--- src/rtl/fec_pkg.sv ---
// Shared types and helpers for the FEC receive deframer.
// Frame layout is data matrix, then row parity, then column parity.
package fec_pkg;

  typedef enum logic [1:0] {
    S_HUNT    = 2'd0,
    S_PAYLOAD = 2'd1
  } deframer_st_t;

  localparam logic [7:0] DEF_SYNC_WORD = 8'hA5;

  function automatic int fec_frame_len(input int width, input int depth);
    return width * depth + depth + width;
  endfunction

endpackage

--- src/rtl/fec_sync_det.sv ---
// Sync hunter: shift register, saturating fill count, comparator.
// match is combinational on the current valid bit; no backpressure.
module fec_sync_det
  import fec_pkg::*;
#(
  parameter int                   SYNC_LEN  = 8,
  parameter logic [SYNC_LEN-1:0]  SYNC_WORD = SYNC_LEN'(DEF_SYNC_WORD)
) (
  input  logic clk,
  input  logic rst_n,
  input  logic en,
  input  logic bit_vld,
  input  logic bit_dat,
  input  logic clear,
  output logic match
);

  localparam int FILL_W = $clog2(SYNC_LEN + 1);

  logic [SYNC_LEN-1:0] shift_q, shift_d;
  logic [FILL_W-1:0]   fill_q, fill_d;

  always_comb begin
    shift_d = shift_q;
    fill_d  = fill_q;
    if (en && bit_vld) begin
      shift_d = {shift_q[SYNC_LEN-2:0], bit_dat};
      if (fill_q != FILL_W'(SYNC_LEN)) begin
        fill_d = fill_q + FILL_W'(1);
      end
    end
    match = en && bit_vld && (shift_d == SYNC_WORD) && (fill_d >= FILL_W'(SYNC_LEN));
    // A fresh hunt must see SYNC_LEN new bits; payload bits never count.
    if (clear) begin
      shift_d = '0;
      fill_d  = '0;
    end
  end

  always_ff @(posedge clk) begin
    if (!rst_n) begin
      shift_q <= '0;
      fill_q  <= '0;
    end else begin
      shift_q <= shift_d;
      fill_q  <= fill_d;
    end
  end

endmodule

--- src/rtl/fec_deframer.sv ---
// Serial sync hunt + FEC frame assembly into one holding register.
// frame_valid 1 cycle after last bit; a frame completing while held and not accepted is dropped (overrun).
module fec_deframer
  import fec_pkg::*;
#(
  parameter int                  WIDTH     = 4,
  parameter int                  DEPTH     = 4,
  parameter int                  SYNC_LEN  = 8,
  parameter logic [SYNC_LEN-1:0] SYNC_WORD = SYNC_LEN'(DEF_SYNC_WORD)
) (
  input  logic                         clk,
  input  logic                         rst_n,
  input  logic                         rx_bit,
  input  logic                         rx_valid,
  output logic [WIDTH-1:0][DEPTH-1:0]  data_out,
  output logic [DEPTH-1:0]             row_parity,
  output logic [WIDTH-1:0]             col_parity,
  output logic                         frame_valid,
  input  logic                         frame_ready,
  output logic                         sync_lock,
  output logic                         overrun
);

  localparam int N     = fec_frame_len(WIDTH, DEPTH);
  localparam int MAT   = WIDTH * DEPTH;
  localparam int CNT_W = $clog2(N);

  deframer_st_t               state_q, state_d;
  logic [CNT_W-1:0]           bit_cnt_q, bit_cnt_d;
  logic [N-1:0]               asm_q, asm_d;
  logic [WIDTH-1:0][DEPTH-1:0] data_q, data_d;
  logic [DEPTH-1:0]           row_q, row_d;
  logic [WIDTH-1:0]           col_q, col_d;
  logic                       fv_q, fv_d;
  logic                       ovr_q, ovr_d;
  logic                       lock_q, lock_d;

  logic [N-1:0] frame_bits;
  logic         hunt;
  logic         match;
  logic         complete;

  assign hunt = (state_q == S_HUNT);

  fec_sync_det #(
    .SYNC_LEN  (SYNC_LEN),
    .SYNC_WORD (SYNC_WORD)
  ) u_sync_det (
    .clk     (clk),
    .rst_n   (rst_n),
    .en      (hunt),
    .bit_vld (rx_valid),
    .bit_dat (rx_bit),
    .clear   (complete),
    .match   (match)
  );

  always_comb begin
    state_d   = state_q;
    bit_cnt_d = bit_cnt_q;
    asm_d     = asm_q;
    data_d    = data_q;
    row_d     = row_q;
    col_d     = col_q;
    ovr_d     = 1'b0;
    complete  = 1'b0;
    fv_d      = fv_q && !frame_ready;

    // Payload index k maps straight onto the flat frame: data[k/DEPTH][k%DEPTH] is bit k.
    frame_bits            = asm_q;
    frame_bits[bit_cnt_q] = rx_bit;

    case (state_q)
      S_HUNT: begin
        if (match) begin
          state_d   = S_PAYLOAD;
          bit_cnt_d = '0;
        end
      end
      S_PAYLOAD: begin
        if (rx_valid) begin
          asm_d = frame_bits;
          if (bit_cnt_q == CNT_W'(N - 1)) begin
            complete  = 1'b1;
            state_d   = S_HUNT;
            bit_cnt_d = '0;
          end else begin
            bit_cnt_d = bit_cnt_q + CNT_W'(1);
          end
        end
      end
      default: state_d = S_HUNT;
    endcase

    if (complete) begin
      if (!fv_q || frame_ready) begin
        data_d = frame_bits[MAT-1:0];
        row_d  = frame_bits[MAT +: DEPTH];
        col_d  = frame_bits[MAT+DEPTH +: WIDTH];
        fv_d   = 1'b1;
      end else begin
        ovr_d = 1'b1;
      end
    end

    lock_d = (state_d == S_PAYLOAD);
  end

  always_ff @(posedge clk) begin
    if (!rst_n) begin
      state_q   <= S_HUNT;
      bit_cnt_q <= '0;
      asm_q     <= '0;
      data_q    <= '0;
      row_q     <= '0;
      col_q     <= '0;
      fv_q      <= 1'b0;
      ovr_q     <= 1'b0;
      lock_q    <= 1'b0;
    end else begin
      state_q   <= state_d;
      bit_cnt_q <= bit_cnt_d;
      asm_q     <= asm_d;
      data_q    <= data_d;
      row_q     <= row_d;
      col_q     <= col_d;
      fv_q      <= fv_d;
      ovr_q     <= ovr_d;
      lock_q    <= lock_d;
    end
  end

  assign data_out    = data_q;
  assign row_parity  = row_q;
  assign col_parity  = col_q;
  assign frame_valid = fv_q;
  assign overrun     = ovr_q;
  assign sync_lock   = lock_q;

endmodule

--- config.mk ---
export PLATFORM = sky130hd
export DESIGN_NAME = fec_deframer
export DESIGN_NICKNAME = d
export VERILOG_FILES = /design/src/rtl/fec_pkg.sv /design/src/rtl/fec_sync_det.sv /design/src/rtl/fec_deframer.sv
export SDC_FILE = /design/constraint.sdc
export NUM_CORES = 1
export LEC_CHECK = 0
export CAP_MARGIN = 20
export CORE_AREA = 4 4 136 105
export CTS_CLUSTER_DIAMETER = 100
export DETAILED_ROUTE_END_ITERATION = 16
export DIE_AREA = 0 0 140 109
export PLACE_DENSITY = 0.49
export REMOVE_ABC_BUFFERS = 1
export SLEW_MARGIN = 15
export SYNTH_ARGS = -nofsm -noshare
export SYNTH_HDL_FRONTEND = slang
export SYNTH_SLANG_ARGS = --single-unit
--- constraint.sdc ---
create_clock -name clk -period 2.6 [get_ports clk]
set_clock_uncertainty 0.05 [all_clocks]
set_input_delay 0.39 -clock clk [delete_from_list [all_inputs] [get_ports clk]]
set_output_delay 0.39 -clock clk [all_outputs]
set_load 0.01 [all_outputs]
---- After elaboration in Yosys (flattened, before gate mapping) ----
Cells that the tools add are included.
operators by class
  eq/ne operators ......................... 7
  $add $sub $neg .......................... 2
  order comparisons ....................... 3
  mux-type cells .......................... 20
  bitwise operators ....................... 1
  reductions and logical operators ........ 15
operators with widths
  cell                                                        count
  bitwise mux 24 bit                                          1
  2-to-1 mux 5 bit                                            3
  one-hot mux 5 bit (2 select lines)                          1
  == test 8 bit, second input constant                        1
  2-to-1 mux 4 bit                                            2
  2-to-1 mux 8 bit                                            1
  2-to-1 mux 1 bit                                            7
  less-than comparator 5 x 6 -> 1 bit, second input constant  1
  2-to-1 mux 2 bit                                            3
  AND reduction 2 bit                                         3
  adder 5 x 1 -> 5 bit, second input constant                 1
  demux 1 bit (select 5 bit)                                  1
  == test 5 bit, second input constant                        1
  >= comparator 5 x 1 -> 1 bit, second input constant         1
  logical AND 1 bit                                           5
  adder 4 x 1 -> 4 bit, second input constant                 1
  == test 2 x 1 -> 1 bit, second input constant               2
  >= comparator 4 bit, second input constant                  1
  != test 2 bit, second input constant                        2
  != test 4 bit, second input constant                        1
  one-hot mux 2 bit (2 select lines)                          1
  AND reduction 3 bit                                         1
  zero test 1 bit                                             2
  zero test 2 bit                                             1
  4 further kinds                                             4
storage, ports and cells
  register bits after elaboration ......... 70
  output and inout bits ................... 27

---- Logic depth before layout (Yosys ltp) ----
  depth after elaboration ................. 9
  depth in mapped cells ................... 7
  gate-level depth less buffers ........... 6

---- Cells and area by module ----
A second synthesis with hierarchy kept.
second synthesis, totals
  cells, all modules ...................... 356
  area, all modules ....................... 3243.1 sq um
modules (own cells, without submodules)
  module        cells an instance  sequential area each (sq um)  instances  area an instance (sq um)
  fec_deframer  295                1141.1                        1          2753.9
  fec_sync_det  61                 220.2                         1          489.2

---- Worst setup path after synthesis ----
No wires, ideal clock.
  kind .................................... register to register
  start point ............................. register bit_cnt_q[0]
  end point ............................... register col_q[0] (netlist: col_parity[0])
  path buffers ............................ 2
  setup time .............................. 0.116 ns
  clock period less this slack ............ 1.609 ns
  required time ........................... 2.434 ns
  data arrival time ....................... 1.443 ns
  path slack .............................. 0.991 ns
  stages on the path, launching flop included .. 8
  cell sequence ........................... dfxtp_1 > ha_1 > nand4b_1 > nor3_2 > buf_4 > buf_6 > nand3b_1 > o211a_1
on the way
  cells in the longest elaborated chain, start to end .. 5
  elaborated cells on any way between the ends .. 11
  those cells by class .................... order compare (2); eq/ne (1); mux (6); reduce/logical (2)
RTL lines
  item                                                                                RTL line                                source
  start, declared                                                                     fec_deframer.sv:29                      logic [CNT_W-1:0] bit_cnt_q, bit_cnt_d;
  start signal, assigned                                                              fec_deframer.sv:122                     bit_cnt_q <= bit_cnt_d;
  less-than comparator 5 x 6 -> 1 bit (implied by the code) (tied with other cells)   fec_deframer.sv:71                      frame_bits[bit_cnt_q] = rx_bit;
  logical AND 1 bit (implied by the code) / 2-to-1 mux 1 bit (equally long branches)  fec_deframer.sv:71, fec_deframer.sv:83
  2-to-1 mux 1 bit (on tied branches)                                                 fec_deframer.sv:71, fec_deframer.sv:81
  demux 1 bit (select 5 bit) / 2-to-1 mux 1 bit (equally long branches)               fec_deframer.sv:71, fec_deframer.sv:73
  bitwise mux 24 bit / AND reduction 2 bit (equally long branches)                    -
  end signal, assigned                                                                fec_deframer.sv:126                     col_q <= col_d;
  end, declared                                                                       fec_deframer.sv:33                      logic [WIDTH-1:0] col_q, col_d;
Parallel ways exist; a longest one is shown, timed or not.
A chain may end at the register's enable or synchronous reset.

---- Worst setup path after layout ----
  start point ............................. register bit_cnt_q[2]
  end point ............................... register col_q[2] (netlist: col_parity[2])
The elaborated chain is that of the path after synthesis.

==> flow_summary.yaml <==
run_status:
  outcome: "finished, final reports clean"
worst_setup_path:
  critPathMaxStageDelay_ps: 650
  cp-start-kind: "flop"
  crit_fanout: 47
  end_kind: "flop"
  regToRegSetupSlack_ps: 600
  arrival_ps: 2170
  path_cells: "nand4b_1 > nor3_4 > buf_12 > nor2_1 > a311oi_1"
  regToRegStartpoint: "bit_cnt_q[2]"
  cpLargestDelayFamily: "flip-flops"
  criticalPathCategory: "reg -> reg"
  required_ps: 2770
  cp-startpoint: "bit_cnt_q[2]"
  path_buf_inv: 1
  slowest_stage: "dfxtp_1"
global_route:
  overflow: 0
  grt_pass1_wl_um: 12400
  antenna_found_initial: 0
  grtUsageTotal_pct: 10.2
  grt_max_degree: 48
  grt_pass1_vias: 2413
timing:
  hold_viol_final: 0
  final.period_utilization_pct: 76.9
  clock.fmax_mhz: 500
  rsz0062_at_grt: "false"
  tns_ps: 0
  setup_viol: 0
  worstMarginPinSlew_ps: 690
  max_slew_margin_pct: 53.8
  timing.hold.ws_ps: 402
  final.min_clock_period_ps: 2000
  final_max_slew_viol_count: 0
  setup_slack_ps: 601
synth:
  synth.most_common_cell: "dfxtp_1"
  ys.warnings.count: 0
  synthesis.area_sq_um: 3200
  synthesis.instances: 358
  synth.distinct_cells: 40
  synth_edf_count: 0
  yosys.area.top_type_share_pct: 42.6
  synth_largest_area_cell: "dfxtp_1"
  ys_ff_latch: 68
  postSynthAreaPerCell_sq_um: 8.93
  synth.area.top_cells: "dfxtp_1, mux2i_1, nand3_1"
  ys_seq_area_share_pct: 42.6
  async_reset_ff_share_pct: 0
  synth_ff_type: "dfxtp_1"
  synth_top_cells_by_count: "dfxtp_1, nand2_1, nand3_1, nor2_1, mux2i_1"
routing:
  avgRoutedWirePerCell_um: 13.3
  post-route-drc-count: 0
  dr_total_vias: 2487
  ant_nets: 0
  avgViaCountPerCell: 4.51
  wl_um: 7300
  drt_first_pass_iters: 4
  drtIter0Drc: 166
power_and_ir_drop:
  swShare_pct: 21.5
  powerDensity_nw_per_um2: 571
  power_frac_comb_pct: 2.9
  irDropWorstVdd_mv: 0.305
  leakage_nw: 1.38
  power_frac_seq_pct: 46.9
  power.internal_mw: 1.76
  clkPwrFrac_pct: 50.2
  p_switching_mw: 0.482
final_layout:
  drive_above_1_share_pct: 11.6
  syn_to_final_growth_pct: 22.9
  multiInputGateArea_sq_um: 1650
  nFillCells: 1393
  finish.utilization_pct: 30.5
  n_antenna_cell: 0
  ff_latch_area_sq_um: 1360
  fin_cells: 551
  nNetsFinal: 387
floorplanning:
  num_io_pins: 32
  core_area_sq_um: 12900
  die_h_um: 109
  start_util_pct: 24.8
  dieWidth_um: 140
  dieArea_sq_um: 15300
  rows: 36
clock_tree:
  cts_resized: 0
  cts_hold_buf: 0
  clk_latency_ps: 330
  tritoncts.num_buffers: 9
  cts_max_level: 3
  postCtsSetupBuffers: 0
  path_clk_slew_ps: 50
  cts.sinks: 68
  cts-root-buf: "clkbuf_16"
  cts_tree: "done"
  cts_max_path_buffers: 2
place:
  gp_congestion: 0.743
  dp_hpwl_um: 4780
  dpl_worst_slack_ps: 453
  dp.cells: 536
  io_buffer_count: 31
flow_run:
  drv_cap: 0
min_path:
  min_from: "u_sync_det.shift_q[6]"
  hp-class: "reg -> reg"
-- sequential cells by signal (all words and copies together) (netlist names) --
register	count
asm_q	23
data_out	16
u_sync_det.shift_q	7
bit_cnt_q	5
col_parity	4
row_parity	4
u_sync_det.fill_q	4
state_q	2
frame_valid	1
overrun	1
sync_lock	1
-- cells in the final DEF, fill, tap and decap left out, drive strengths merged, types with 2 or more instances in the layout --
master	Yosys	layout
a21oi	10	10
nand4b	3	3
and4bb	4	4
mux2i	24	24
a21boi	4	4
and3b	3	3
nor3	2	2
nor3b	3	3
inv	6	6
nor2	31	31
a211oi	15	15
clkbuf	16	11
nand2	41	41
o22ai	2	2
a311oi	12	12
buf	18	10
a21bo	5	5
nor2b	17	17
nand3	41	41
nand3b	3	3
dfxtp	68	68
xor2	2	2
o21a	3	3
o21ai	6	6
clkinvlp	0	2
ha	6	6
nor4bb	2	2
clkdlybuf4s50	0	31
o211a	4	4
clkinv	0	2
-- layer usage --
layer | part of all wire, % | GRT usage, %
met1 | 52 | 13.8
met2 | 43 | 15.2
met3 | 4.0 | 3.38
met4 | 1.5 | 3.94
met5 | 0 | 0
-- cells by family (layout without fill, tap and decap cells) --
logic type	after synthesis	after routing	share of synthesized area, %
xor+xnor	3	3	0.822
buf+inv	40	62	5.87
fa+ha+maj	6	6	2.35
flops	68	68	42.6
mux	24	24	7.52
compound gates	62	62	14.9
simple gates	154	154	25.8
other cells	1	1	0.117
-- worst paths after layout --
kind / to / depth (start not counted)
worst min register to register: u_sync_det.shift_q[6] / 2
worst min-delay path: u_sync_det.shift_q[6] / 2
worst max register to register: col_parity[2] / 5
worst max-delay path: col_parity[2] / 5
-- worst min-delay path, delay by kind of cell, from the launching register on --
kind / cells / cell delay (ps)
simple gates: 1 / 50
compound gates: 1 / 50
flops: 1 / 300
-- stage by stage --
stage | total power [mW] | instance area [sq um]
after CTS | 2.28 | 3930
after detailed placement | 1.14 | 3650
after floorplan | 1.10 | 3030
after global placement | 1.14 | 3650
after global routing | 2.34 | 3930
final | 2.24 | 3930
-- cell type report --
cell class	instances	share of cell area, %
clock buffers	11	6.44
clock inverters	4	0.637
inverters	6	0.574
multi-input cells	250	42.1
flip-flops and latches	68	34.7
well taps	171	5.45
repair buffers	41	10.1
-- power groups by stage --
stage / sequential, mW / combinational [mW] / clock, mW
floorplan: 1.07 / 0.0259 / 0
global placement: 1.07 / 0.0660 / 0
detailed placement: 1.07 / 0.0669 / 0
CTS: 1.05 / 0.0664 / 1.16
global route: 1.05 / 0.0734 / 1.22
finish: 1.05 / 0.0650 / 1.13
Note: power is estimated with default switching activity, not from simulation.
==> patch: new RTL, same settings <==
Register the output `overrun` once more; this adds one clock of latency there. The other outputs are not delayed to match. Comments in the files are not updated.
--- a/src/rtl/fec_deframer.sv
+++ b/src/rtl/fec_deframer.sv
@@ -136,3 +136,5 @@
   assign frame_valid = fv_q;
-  assign overrun     = ovr_q;
+  always_ff @(posedge clk) begin
+    overrun <= ovr_q;
+  end
   assign sync_lock   = lock_q;
Function: same outputs for any inputs over 10 cycles, from zero or initial values and one cycle with rst_n low; that may be too few to reach the edited logic, so the function may still have changed.
==> patch against the original RTL <==
Via count increased by 1.5%; sequential cell count increased by 1; cell area increased by 1.6%; synthesized area increased by 0.63%; total power increased by 4.5%; setup slack improved by 85 ps; utilization increased by 0.50 points; critical path type is now in -> reg; clock power increased by 7%; wire length decreased by 1.4%; final cell count increased by 0.73%.
==> patch: results (changes against the original RTL) <==
| Metric | Value |
|---|---|
| Slowest CP cell | clkdlybuf4s50_1 |
| GP Congestion | 0.777 (+4.7%) |
| Internal Power | 0.00185 W (+5.2%) |
| Met3 WL | 258 microns (-12%) |
| Met2 Use GR | 0.152 (-0.000343) |
| Yosys cell types | 40 (unchanged) |
| Dpl cells | 539 (+0.56%) |
| Seq/Total Area, Yosys | 0.430 (+0.00357) |
| Gate power share | 0.027 (-0.002) |
| Vias in the first global route | 2435 (+0.91%) |
| Starting DRT DRC Count | 139 (-16%) |
| Share of layout cells above drive strength 1 | 0.117 (+0.00140) |
| Met1 global-route usage | 0.139 (+0.000821) |
| Cell family with most CP delay | simple AND/OR/NAND/NOR gates |
| Worst Reg-to-Reg Cells | 4 (-1) |
| Crit path max fanout | 7 (-85%) |
| Internal reg-to-reg setup slack | 720 ps (+120 ps) |
| Non-Filler Instances | 555 (+0.73%) |
| Least-Margin Pin Slew | 733 ps (+43.2 ps) |
| Hpwl dp | 4.71 mm (-1.4%) |
| Worst Path Arrival | 2060 ps (-110 ps) |
| CP Launch Point | rx_valid |
| First-pass GRT wire length | 12.3 mm (-0.84%) |
| Minimum clock period | 1910 ps (-85.2 ps) |
| Total number of vias | 2524 (+1.5%) |
| Worst r2r src | bit_cnt_q[0] |
| Tot Pwr | 0.00234 W (+4.5%) |
| Outcome | completed |
| Total GRT Usage | 0.102 (-0.000137) |
| Hold Path End | overrun |
| Post-DP Area | 0.00370 sq mm (+1.3%) |
| CP Capture Point | bit_cnt_q[3] |
| Pleak | 1.41 nW (+2.2%) |
| Origin of the worst min-delay path | ovr_q |
| Area contributors post-synth | dfxtp_1 43%, mux2i_1 7.5%, nand3_1 6.4% |
| Maximum VDD drop | 0.000303 V (-0.63%) |
| Avg Inst Size Synth | 8.96 sq um (+0.35%) |
| Worst hold stages | 0 (-2) |
| Routed wire length | 7.20 mm (-1.4%) |
| Commonest cells post-synth | 69 x dfxtp_1, 41 x nand2_1, 41 x nand3_1 |
| DR top layer | met4 |
| M1 WL | 3.89 mm (+2.6%) |
| Total length of routed met2 wires | 2.94 mm (-5.4%) |
| CP max stage delay | 590 ps (-60 ps) |
| RR Endpoint | data_out[5] |
## patch: changes by cell type after synthesis
cell | unedited run | this run
dfxtp_1 | 68 | 69
## patch: area by class of cell
cell class / instances / area, sq um
Sequential cell: 69 / 1380
Clock inverter: 4 / 47.5
Fill cell: 1369 / 8890
Multi-Input combinational cell: 250 / 1650
Inverter: 6 / 22.5
Tap cell: 171 / 214
Clock buffer: 12 / 246
Timing Repair Buffer: 43 / 425
## patch: cells by family (layout without fill, tap and decap cells)
| group | after synthesis | after routing | share of synthesized area |
|---|---|---|---|
| AND/OR/NAND/NOR | 154 | 154 | 0.256 |
| flip-flops | 69 | 69 | 0.430 |
| AO/OA/AOI/OAI | 62 | 62 | 0.148 |
| buffers and inverters | 40 | 65 | 0.0584 |
| multiplexers | 24 | 24 | 0.0747 |
| adder cells (fa/ha/maj) | 6 | 6 | 0.0233 |
| XOR/XNOR | 3 | 3 | 0.00817 |
| other | 1 | 1 | 0.00117 |
